$ cat config.mk
export PLATFORM = sky130hd
export DESIGN_NAME = alu_muldiv_seq
export DESIGN_NICKNAME = d
export VERILOG_FILES = /design/src/rtl/alu_pkg.sv /design/src/rtl/alu_muldiv_seq.sv
export SDC_FILE = /design/constraint.sdc
export NUM_CORES = 1
export LEC_CHECK = 0
export BUFFER_PORTS_ARGS = -buffer_cell sky130_fd_sc_hd__buf_2
export CAP_MARGIN = 20
export CORE_MARGIN = 1.5
export CORE_UTILIZATION = 40
export CTS_BUF_LIST = sky130_fd_sc_hd__clkbuf_4 sky130_fd_sc_hd__clkbuf_8
export CTS_CLUSTER_DIAMETER = 30
export DETAILED_ROUTE_END_ITERATION = 10
export SYNTH_ARGS = -nofsm -noshare
export SYNTH_HDL_FRONTEND = slang
export SYNTH_SLANG_ARGS = --single-unit
$ cat constraint.sdc
create_clock -name clk -period 3.15 [get_ports clk]
set_input_delay 0.1575 -clock clk [delete_from_list [all_inputs] [get_ports clk]]
set_output_delay 0.1575 -clock clk [all_outputs]
set_load 0.02 [all_outputs]
$ cat src/rtl/alu_pkg.sv
// Shared ALU control codes and MULTU/DIVU sequencer definitions.
// Imported by the multiply/divide sequencer and by the top-level datapath.
package alu_pkg;

  localparam logic MD_MULTU = 1'b0;
  localparam logic MD_DIVU  = 1'b1;

  localparam logic [2:0] ALU_AND = 3'b000;
  localparam logic [2:0] ALU_OR  = 3'b001;
  localparam logic [2:0] ALU_ADD = 3'b010;
  localparam logic [2:0] ALU_SUB = 3'b110;
  localparam logic [2:0] ALU_SLT = 3'b111;

  typedef enum logic [1:0] {IDLE, MUL, DIV, DONE} md_state_t;

endpackage

$ cat src/rtl/alu_muldiv_seq.sv
// Multi-cycle unsigned MULTU/DIVU sequencer that borrows the shared external ALU.
// Optional macro MULDIV_DIVZERO_FAST_EN: divide by zero completes in one cycle.
module alu_muldiv_seq
  import alu_pkg::*;
#(
  parameter  int WIDTH = 32,
  localparam int CNT_W = $clog2(WIDTH)
) (
  input  logic             clk,
  input  logic             reset,
  input  logic             start,
  input  logic             op,
  input  logic [WIDTH-1:0] srca,
  input  logic [WIDTH-1:0] srcb,
  output logic             busy,
  output logic             done,
  output logic [WIDTH-1:0] hi,
  output logic [WIDTH-1:0] lo,
  output logic [WIDTH-1:0] alu_a,
  output logic [WIDTH-1:0] alu_b,
  output logic [2:0]       alu_ctrl,
  input  logic [WIDTH-1:0] alu_y
);

  md_state_t        state;
  logic [WIDTH-1:0] b_reg;
  logic [CNT_W-1:0] count;

  logic [WIDTH-1:0] rem_shift;
  logic             rem_msb;
  logic             mul_carry;
  logic             div_take;
  logic             fast_dz;

  // The ALU only sees a 32-bit add, so the multiply carry is recovered locally.
  assign rem_shift = {hi[WIDTH-2:0], lo[WIDTH-1]};
  assign rem_msb   = hi[WIDTH-1];
  assign mul_carry = (alu_y < hi);
  assign div_take  = rem_msb | (rem_shift >= b_reg);

`ifdef MULDIV_DIVZERO_FAST_EN
  assign fast_dz = (op == MD_DIVU) && (srcb == '0);
`else
  assign fast_dz = 1'b0;
`endif

  always_comb begin
    alu_ctrl = ALU_ADD;
    alu_a    = '0;
    alu_b    = '0;
    case (state)
      MUL: begin
        alu_a = hi;
        alu_b = b_reg;
      end
      DIV: begin
        alu_ctrl = ALU_SUB;
        alu_a    = rem_shift;
        alu_b    = b_reg;
      end
      default: ;
    endcase
  end

  always_ff @(posedge clk or posedge reset) begin
    if (reset) begin
      state <= IDLE;
      busy  <= 1'b0;
      done  <= 1'b0;
      hi    <= '0;
      lo    <= '0;
      b_reg <= '0;
      count <= '0;
    end else begin
      case (state)
        IDLE, DONE: begin
          done  <= 1'b0;
          state <= IDLE;
          if (start) begin
            b_reg <= srcb;
            count <= CNT_W'(WIDTH - 1);
            if (fast_dz) begin
              state <= DONE;
              done  <= 1'b1;
              hi    <= srca;
              lo    <= '1;
            end else begin
              state <= (op == MD_DIVU) ? DIV : MUL;
              busy  <= 1'b1;
              hi    <= '0;
              lo    <= srca;
            end
          end
        end
        MUL: begin
          if (lo[0])
            {hi, lo} <= {mul_carry, alu_y, lo[WIDTH-1:1]};
          else
            {hi, lo} <= {1'b0, hi, lo[WIDTH-1:1]};
          count <= count - 1'b1;
          if (count == '0) begin
            state <= DONE;
            busy  <= 1'b0;
            done  <= 1'b1;
          end
        end
        DIV: begin
          // Restoring step: keep the difference only when the divisor fits.
          if (div_take) begin
            hi <= alu_y;
            lo <= {lo[WIDTH-2:0], 1'b1};
          end else begin
            hi <= rem_shift;
            lo <= {lo[WIDTH-2:0], 1'b0};
          end
          count <= count - 1'b1;
          if (count == '0) begin
            state <= DONE;
            busy  <= 1'b0;
            done  <= 1'b1;
          end
        end
        default: begin
          state <= IDLE;
          busy  <= 1'b0;
          done  <= 1'b0;
        end
      endcase
    end
  end

endmodule
==> key figures <==
STA
  – Max-Slew Margin vs Limit: 0.323
  – Final min period: around 2900 ps
  – TNS Setup: 0 ps
  – Final Cycle Share: 0.905
  – Fmax: 351 MHz
  – Final number of setup-violating endpoints: 0
  – Hold Violations, Final: 0
  – Slew @ Worst Pin: slightly above 1000 ps
  – Max Transition Viols Final: 0
  – RSZ-0062 raised after global routing: false
  – Clock skew: 13.0 ps

Clocking
  – Clock root buffer: clkbuf_8
  – Inserted Clock Buffers: 9
  – Clk slew on worst S/H paths: ~120 ps
  – Clock latency on the worst-skew pair: 400 ps
  – H-Tree Depth: 3
  – Postcts setup bufs: 0
  – CTS tree: yes
  – CTS Sinks: 105
  – Maximum root-to-sink buffer count: 2

Pwr
  – Pwr/cell area: 875 mW/mm2
  – Lkg Pwr: 4.69 nW
  – Max IR drop VDD: between 400 and 500 uV

Setup path
  – Startpoint Class: flip-flop
  – Reg2reg setup slack: between 200 and 300 ps
  – Worst endpoint required time: 3450 ps
  – Reg2Reg Capture Point: hi[21]$_DFFE_PP0P_
  – Crit path max fanout: 18
  – RR Startpoint: lo[31]$_DFFE_PP0P_
  – Worst setup EP type: flip-flop
  – Critical path arrival: 3150 ps
  – Reg2Reg Depth: 9
  – Crit Path Category: reg -> reg

Die
  – Core Footprint: 0.0181 mm2
  – IO Pins: 233
  – Initial Util: 0.413
  – Die area: 0.0196 mm2
  – Die height: approximately 140 um
  – Die X: ~140 um
  – Row Count: about 50

Global routing
  – Number of antenna violations at the first check in global routing: 0
  – GR Util All Layers: 0.229
  – Largest net degree at the start of global routing: 74
  – Vias in the first global route: 6814
  – First-pass GRT wire length: 36.3 mm
  – Grt total ovfl: 0

Run status
  – Failing checks: DRC
  – Status: complete, but fails checks

Synth
  – #FFs+latches synth: between 100 and 150
  – Post-synth cell types: 44
  – Yosys top cell by area: dfrtp_1
  – Synth area leaders: dfrtp_1 35%, ha_1 11%, mux2i_1 8.5%
  – Top cell type's share of synthesized area: 0.351
  – Main synth FF type: dfrtp_1
  – Mapped Cells: 827
  – Syn Area/Cell: 9.06 um2
  – Mapped Area: around 0.0075 mm2
  – Seq/Total Area, Yosys: 0.351
  – FFs w/ async S/R, synth: 1.00
  – Number of synthesized flops with an enable pin: 0
  – Post-Syn Nets: between 900 and 1000
  – Synth Warn #: 0

Drt
  – DRT Pass-1 Iters: 8
  – Routed WL: around 23 mm
  – Number of DRC markers in iteration 0: 366
  – ANT nets after route: 0
  – Vias per cell: 5.54
  – DR vias: 7198
  – # DRC: 17
  – Routed WL per cell: 17.4 um

Placed design
  – Routability cong.: 0.811
  – IO Port Bufs: 230
  – Post-DP HPWL: 15.7 mm

Layout
  – Fin nets: 1233
  – Synthesis-to-layout area growth: 26.5%
  – Most common cell after layout, fill and taps aside: buf_2
  – Layout cells sized above 1: 0.297
  – Ant diodes: 0
  – Commonest non-fill, non-tap cells in the layout: 230 x buf_2, 104 x dfrtp_1, 78 x nor2_1, 73 x inv_1, 65 x ha_1
  – Final Util: 0.522

Worst hold path
  – Hold Path Class: in -> reg
  – Hold path cells: 2
  – Worst Hold Launch: alu_y[6]
  – Hold path endpoint: hi[6]$_DFFE_PP0P_

Flow run
  – Max cap viols: 0
-- worst max-delay path: stages (launching register included) --
cell and delay, ps:
dfrtp_1 440, inv_1 60, ha_1 280, nand2b_1 130, a2111o_1 410, a311oi_1 470, a21oi_2 110, or2_1 240
buf_4 220, a311o_1 380
-- how the worst max path moves through the flow --
stage                     slack (ps)                    to               start
after floorplan                  230  b_reg[0]$_DFFE_PP0P_               reset
after global placement           370     hi[0]$_DFFE_PP0P_  hi[14]$_DFFE_PP0P_
after detailed placement         270    hi[21]$_DFFE_PP0P_  lo[31]$_DFFE_PP0P_
after CTS                        270    hi[15]$_DFFE_PP0P_  lo[31]$_DFFE_PP0P_
after global routing             180    hi[21]$_DFFE_PP0P_  lo[31]$_DFFE_PP0P_
final                            300    hi[21]$_DFFE_PP0P_  lo[31]$_DFFE_PP0P_
-- final cells by class --
cell class / count / area, um2
fillers: 1735 / 8670
multi-input cells: 582 / 4350
flip-flops and latches: 105 / 2630
repair buffers: 294 / 1730
well taps: 229 / 287
inverters: 74 / 280
clock buffers: 9 / 124
clock inverters: 7 / 83.8
-- layer usage --
metal | part of all wire | vias to the layer above | track usage
met1 | 0.47 | 3458 | 0.316
li1 | - | 3517 | -
met3 | 0.050 | 16 | 0.0376
met4 | 0.012 | 0 | 0.0465
met5 | 0 | - | 0
met2 | 0.47 | 207 | 0.379
-- what timing repair did --
item / CTS / global route
gates resized for setup: 0 / 0
hold buffers: 34 / 0
hold endpoints to repair: 92 / 0
-- kinds of logic (layout without fill, tap and decap cells) --
kind of cell	Yosys count	in the layout	share of synthesized area
AO/OA/AOI/OAI	221	221	0.210
XOR/XNOR	1	1	0.00117
adder cells (fa/ha/maj)	67	67	0.112
buffers and inverters	140	384	0.0751
flip-flops	105	105	0.351
multiplexers	98	98	0.137
other	2	2	0.00100
AND/OR/NAND/NOR	193	193	0.114
-- power by group --
group	internal [W]	switching (W)	leakage, nW
logic	0.00187	0.00306	3.29
registers	0.00190	0.000562	1.29
clock network	0.000320	0.000581	0.104
total	0.00409	0.00420	4.69
-- synth_stat cells (2+ instances only) --
| cell | number |
|---|---|
| nor3_1 | 34 |
| nor2b_1 | 5 |
| and4_1 | 2 |
| o21a_1 | 4 |
| buf_6 | 4 |
| o21ai_0 | 15 |
| inv_1 | 74 |
| o22ai_1 | 30 |
| buf_4 | 2 |
| nand2_1 | 49 |
| a22oi_1 | 33 |
| dfrtp_1 | 105 |
| mux2_2 | 34 |
| mux2i_1 | 64 |
| a211oi_1 | 2 |
| nand4_1 | 11 |
| conb_1 | 2 |
| ha_1 | 67 |
| nand3_1 | 3 |
| nor2_1 | 78 |
| a311o_1 | 31 |
| a21o_1 | 6 |
| buf_1 | 11 |
| o21ai_1 | 3 |
| nand2b_1 | 4 |
| clkbuf_1 | 49 |
| a21oi_1 | 54 |
| a221oi_1 | 33 |
| nor3b_1 | 2 |
| o31ai_1 | 2 |
-- per-stage QoR --
stage                     setup slack (ps)  power (W)  instances  hold slack (ps)  instance area [um2]
final                                  298    0.00829       1300             31.7                 9480
after global routing                   181    0.00895       1300             19.1                 9480
after CTS                              266    0.00835       1300             11.2                 9480
after detailed placement               271    0.00739       1250              375                 8930
after global placement                 369    0.00734       1250              375                 8930
after floorplan                        232    0.00584        827              304                 7500
Note: power is estimated with default switching activity, not from simulation.
